$ cat src/rtl/mac_pkg.sv
// mac_pkg: shared MAC widths, sequencer state encoding and signed operand/accumulator types
package mac_pkg;
  localparam int MAC_DATA_W = 8;
  localparam int MAC_ACC_W = 32;
  typedef enum logic [2:0] {IDLE, CLEAR, FEED, WAIT, OUT} seq_state_t;
  typedef logic signed [MAC_DATA_W-1:0] operand_t;
  typedef logic signed [MAC_ACC_W-1:0] acc_t;
endpackage

$ cat src/rtl/vec_regfile.sv
// vec_regfile: K x DATA_W register file, reset to zero; ports clk/reset, write we/waddr/wdata (waddr>=K dropped), comb read raddr->rdata
module vec_regfile #(
  parameter int K = 4,
  parameter int DATA_W = 8,
  parameter int IDX_W = $clog2(K)
) (
  input  logic                     clk,
  input  logic                     reset,
  input  logic                     we,
  input  logic [IDX_W-1:0]         waddr,
  input  logic signed [DATA_W-1:0] wdata,
  input  logic [IDX_W-1:0]         raddr,
  output logic signed [DATA_W-1:0] rdata
);
  logic signed [DATA_W-1:0] mem [K];
  always_ff @(posedge clk)
    for (int i = 0; i < K; i++)
      if (reset) mem[i] <= '0;
      else if (we && int'(waddr) == i) mem[i] <= wdata;
  always_comb begin
    rdata = '0;
    for (int i = 0; i < K; i++)
      if (int'(raddr) == i) rdata = mem[i];
  end
endmodule

$ cat src/rtl/dot_product_sequencer.sv
// dot_product_sequencer: loads A/B via ld_*, on start clears/feeds mac_unit K cycles, returns mac_acc on res_valid/res_ready
module dot_product_sequencer
  import mac_pkg::*;
#(
  parameter int K = 4,
  parameter int DATA_W = MAC_DATA_W,
  parameter int ACC_W = MAC_ACC_W,
  parameter int IDX_W = $clog2(K)
) (
  input  logic                     clk,
  input  logic                     reset,
  input  logic                     ld_valid,
  output logic                     ld_ready,
  input  logic                     ld_sel,
  input  logic [IDX_W-1:0]         ld_idx,
  input  logic signed [DATA_W-1:0] ld_data,
  input  logic                     start,
  output logic                     busy,
  output logic                     mac_reset,
  output logic                     mac_enable,
  output logic signed [DATA_W-1:0] mac_a,
  output logic signed [DATA_W-1:0] mac_b,
  input  logic signed [ACC_W-1:0]  mac_acc,
  output logic                     res_valid,
  input  logic                     res_ready,
  output logic signed [ACC_W-1:0]  res_data
);
  seq_state_t state, nxt;
  logic [IDX_W-1:0] cnt;
  logic signed [DATA_W-1:0] a_rd, b_rd;
  logic ld_fire;
  assign ld_ready = state == IDLE;
  assign ld_fire = ld_valid && ld_ready;
  assign busy = state != IDLE;
  assign mac_reset = reset || state == CLEAR;
  assign mac_enable = state == FEED;
  assign mac_a = mac_enable ? a_rd : '0;
  assign mac_b = mac_enable ? b_rd : '0;
  assign res_valid = state == OUT;
  vec_regfile #(.K(K), .DATA_W(DATA_W), .IDX_W(IDX_W)) u_a (
    .clk(clk), .reset(reset), .we(ld_fire && !ld_sel), .waddr(ld_idx), .wdata(ld_data),
    .raddr(cnt), .rdata(a_rd)
  );
  vec_regfile #(.K(K), .DATA_W(DATA_W), .IDX_W(IDX_W)) u_b (
    .clk(clk), .reset(reset), .we(ld_fire && ld_sel), .waddr(ld_idx), .wdata(ld_data),
    .raddr(cnt), .rdata(b_rd)
  );
  always_comb begin
    nxt = state;
    case (state)
      IDLE:    nxt = start ? CLEAR : IDLE;
      CLEAR:   nxt = FEED;
      FEED:    nxt = cnt == IDX_W'(K - 1) ? WAIT : FEED;
      WAIT:    nxt = OUT;
      OUT:     nxt = res_ready ? IDLE : OUT;
      default: nxt = IDLE;
    endcase
  end
  always_ff @(posedge clk) begin
    if (reset) begin
      state <= IDLE;
      cnt <= '0;
      res_data <= '0;
    end else begin
      state <= nxt;
      cnt <= state == FEED ? cnt + 1'b1 : '0;
      if (state == WAIT) res_data <= mac_acc;
    end
  end
endmodule

$ cat config.mk
export PLATFORM = sky130hd
export DESIGN_NAME = dot_product_sequencer
export DESIGN_NICKNAME = d
export VERILOG_FILES = /design/src/rtl/mac_pkg.sv /design/src/rtl/vec_regfile.sv /design/src/rtl/dot_product_sequencer.sv
export SDC_FILE = /design/constraint.sdc
export NUM_CORES = 1
export LEC_CHECK = 0
export CORE_MARGIN = 2
export CORE_UTILIZATION = 51
export DETAILED_ROUTE_END_ITERATION = 8
export PLACE_DENSITY = 0.85
export SLEW_MARGIN = 20
export SYNTH_ARGS = -nofsm -noshare
export SYNTH_HDL_FRONTEND = slang
export SYNTH_HIERARCHICAL = 1
export SYNTH_SLANG_ARGS = --single-unit
$ cat constraint.sdc
create_clock -name clk -period 2.5 [get_ports clk]
set_input_delay 0.75 -clock clk [delete_from_list [all_inputs] [get_ports clk]]
set_output_delay 0.75 -clock clk [all_outputs]
set_load 0.1 [all_outputs]
==> results.json <==
{
  "total_i_o_pin_count": 101,
  "hold_violations": 0,
  "buffer_ports.inserted": 100,
  "timing.max_cap.violations": 0,
  "grt_start_max_net_pins": 94,
  "postLayoutCoreUtil_pct": 68.49,
  "timing.final.max_slew_violations": 0,
  "report.final.setup_viol": 0,
  "detailedPlace.worstSlack_ps": 135.6,
  "edff_count_synth": 64,
  "yosys_register_bits": 101,
  "cp_data_required_time_ps": 1750,
  "slowest_stage": "sky130_fd_sc_hd__mux4_2",
  "syn_avg_cell_area_um2": 12.53,
  "clockBufferDepth": 2,
  "placement_rows": 35,
  "vias": 3226,
  "final_nets": 530,
  "rsz0062_at_grt": "true",
  "fill_cells": 623,
  "worstPathCellList": "buf_12, mux4_2, and2_4, buf_12",
  "floorplan.initialDensity_pct": 51.59,
  "crit_path_category": "flip-flop to primary output",
  "dpl-instance-area_mm2": 0.005957,
  "vias_per_cell": 5.404,
  "clock_skews_ps": 9.863,
  "tightest_pin_transition_ps": 589.7,
  "critical_path_buf_inv_count": 2,
  "n_antenna_cell": 0,
  "adder_and_majority_gate_portion_of_the_synthesized_area_pct": 0.2662,
  "drive_gt1_share_pct": 27.78,
  "ratio_of_total_power_to_cell_area_mw_per_mm2": 586.0,
  "timing.setup.tns_ps": 0,
  "clkLatencyLatePin_ps": 350,
  "drtAntennaViolNets": 0,
  "synth_top_family_by_area": "simple AND/OR/NAND/NOR gates",
  "drtPass1Iterations": 5,
  "path_common_cell": "sky130_fd_sc_hd__buf_12",
  "post-route-cell-area_mm2": 0.006238,
  "launch_point_of_the_critical_path": "cnt[0]",
  "rr_startpoint": "state[0]",
  "timing.critical_path.max_delay_family": "multiplexers",
  "area_growth_pct": 32.75,
  "part_of_the_cycle_the_worst_path_needs_pct": 99.27,
  "cts_made_buffers": 9,
  "critPathArrivalTime_ps": 1730,
  "post_synth_inst_count": 375,
  "synth.yosys.seq_area_share_pct": 56.66,
  "floorplan.die_area_mm2": 0.009999,
  "routed_wl_per_cell_um": 17.39,
  "fp.dieH_um": 100.0,
  "reg2reg_slack_ps": 690,
  "synthMuxAreaShare_pct": 14.70,
  "clock_pin_transition_on_the_worst_setup_and_hold_timing_paths_ps": 100,
  "clock-root-buffer": "sky130_fd_sc_hd__clkbuf_8",
  "leakage_nw": 2.291,
  "syn_nets": 424,
  "gr-usage-all-layers_pct": 22.18,
  "count_of_hold_buffers_inserted_by_post_cts_repair": 0,
  "hold_class": "flip-flop to flip-flop",
  "finalCriticalPeriod_ps": 2482,
  "cp_peak_stage_delay_ps": 510,
  "yosysWarnings": 6,
  "final_total_pwr_mw": 3.656,
  "grt_pass1_wl_um": 16970,
  "grt.overflow.total": 0,
  "initialDrtViolationCount": 329,
  "floorplan.die.width_um": 100.0,
  "timing.rr.end": "u_b/mem[0][6]",
  "grt_antenna_before_repair": 0,
  "synth_top_flop_cell": "sky130_fd_sc_hd__edfxtp_1",
  "synthesis.area_mm2": 0.004700,
  "critical_path_peak_fanout": 9,
  "cts_num_sinks": 101,
  "finalWeightedCongestion": 0.8834,
  "async_reset_ff_share_pct": 0,
  "tritoncts_clock_tree": "built",
  "run_status": "completed",
  "synth-compound-area-share_pct": 1.491,
  "drcViolationCount": 0,
  "ys_types": 30,
  "r2r_cells": 5,
  "relSlewSlack_pct": 60.69,
  "post_synth_xor_area_fraction_pct": 0.1864,
  "cp-endpoint": "mac_b[0]",
  "cp_num_cells": 4,
  "clock_tree.htree_level_count": 3,
  "peakVddDrop_v": 0.0002550,
  "route.final.wire_length_um": 10380,
  "finalWorstSetupSlack_ps": 18.31,
  "critical_path.startpoint_type": "flip-flop",
  "core_area_mm2": 0.009109,
  "synth_simple_gate_area_share_pct": 21.78,
  "first_global_vias": 3305,
  "detailedPlacementHpwl_um": 7568,
  "critPathCaptureType": "primary output",
  "maxClockFrequency_ghz": 0.4030
}
-- repair_timing --
action | 4_1_cts | 5_1_grt
gates resized for setup | 8 | 3
setup endpoints to repair | 16 | 16
setup buffers | 1 | 0
gates cloned | 1 | 0
-- per-stage QoR --
| stage | hold slack [ps] | std cells |
|---|---|---|
| final | 480.0 | 597 |
| after global placement | 459.0 | 579 |
| after floorplan | 488.9 | 375 |
| after global routing | 505.6 | 597 |
| after detailed placement | 461.6 | 579 |
| after CTS | 484.4 | 597 |
-- how the worst min path moves through the flow --
stage                            start      endpoint  slack (ps)  cells past startpoint
after global placement    res_data[16]  res_data[16]         460                      2
after detailed placement  res_data[16]  res_data[16]         460                      2
final                     res_data[19]  res_data[19]         480                      2
after CTS                 res_data[22]  res_data[22]         480                      2
after floorplan                 cnt[0]        cnt[0]         490                      1
after global routing      res_data[19]  res_data[19]         510                      2
-- worst register-to-register path, stage by stage (launching register included) --
cell                       delay (ps)
sky130_fd_sc_hd__dfxtp_1          430
sky130_fd_sc_hd__nor2_1           220
sky130_fd_sc_hd__and4b_2          380
sky130_fd_sc_hd__inv_1            130
sky130_fd_sc_hd__o21bai_1         170
sky130_fd_sc_hd__buf_4            190
-- layer usage --
metal	track usage, %	vias up	share of wire, %
li1	-	1505	-
met1	28.66	1528	39
met2	36.75	185	49
met3	7.033	8	11
met4	5.479	0	0.71
met5	0	-	0
-- where the power goes --
group	leakage (nW)	internal (mW)	switching, mW
Combinational	1.22	0.285	0.384
Clock	0.107	0.573	0.550
Sequential	0.963	1.83	0.0322
-- synth_stat cells, types with 2 or more instances --
cell,number,share of area (%)
sky130_fd_sc_hd__mux2i_1,33,7.0
sky130_fd_sc_hd__buf_2,9,0.96
sky130_fd_sc_hd__buf_12,3,1.3
sky130_fd_sc_hd__nand3b_1,16,2.6
sky130_fd_sc_hd__nor3_1,2,0.21
sky130_fd_sc_hd__mux4_2,16,7.7
sky130_fd_sc_hd__nand2_1,2,0.16
sky130_fd_sc_hd__and3b_1,2,0.37
sky130_fd_sc_hd__nor3b_1,2,0.32
sky130_fd_sc_hd__o21bai_1,8,1.3
sky130_fd_sc_hd__edfxtp_1,64,41
sky130_fd_sc_hd__buf_6,5,1.2
sky130_fd_sc_hd__nand2b_1,68,9.1
sky130_fd_sc_hd__and2_1,16,2.1
sky130_fd_sc_hd__or2_2,3,0.40
sky130_fd_sc_hd__clkbuf_2,2,0.21
sky130_fd_sc_hd__clkbuf_1,9,0.72
sky130_fd_sc_hd__nor2_1,65,5.2
sky130_fd_sc_hd__dfxtp_1,37,16
sky130_fd_sc_hd__inv_1,3,0.24
-- flip-flops by register name, indices dropped and copies added, names as in the netlist --
register,cells
res_data,32
u_a/mem,32
u_b/mem,32
state,3
cnt,2
-- cells in the final DEF, fill, tap and decap left out, types with 2 or more instances in the layout --
cell type,n
sky130_fd_sc_hd__nand2b_1,68
sky130_fd_sc_hd__nor2_1,65
sky130_fd_sc_hd__edfxtp_1,64
sky130_fd_sc_hd__buf_4,53
sky130_fd_sc_hd__clkdlybuf4s50_1,46
sky130_fd_sc_hd__dfxtp_1,36
sky130_fd_sc_hd__mux2i_1,33
sky130_fd_sc_hd__buf_12,22
sky130_fd_sc_hd__and2_4,16
sky130_fd_sc_hd__mux4_2,16
sky130_fd_sc_hd__nand3b_1,16
sky130_fd_sc_hd__clkbuf_8,9
sky130_fd_sc_hd__o21bai_1,8
sky130_fd_sc_hd__inv_1,3
sky130_fd_sc_hd__or2_2,3
sky130_fd_sc_hd__nor3b_1,2
sky130_fd_sc_hd__bufinv_16,2
sky130_fd_sc_hd__inv_6,2
sky130_fd_sc_hd__nand2_1,2
-- layout make-up --
cell class	instances	area, µm²	share of cell area (%)
flip-flops and latches	101	2666	42.74
multi-input cells	242	1858	29.78
repair buffers	124	1343	21.52
well taps	111	138.9	2.226
clock buffers	10	127.6	2.046
clock inverters	6	93.84	1.504
inverters	3	11.26	0.1805
-- cell families after synthesis --
| family | count (synthesis) |
|---|---|
| AO/OA/AOI/OAI | 9 |
| buffers and inverters | 32 |
| multiplexers | 49 |
| adder cells (fa/ha/maj) | 1 |
| flip-flops | 101 |
| AND/OR/NAND/NOR | 182 |
| XOR/XNOR | 1 |
Note: power is estimated with default switching activity, not from simulation.
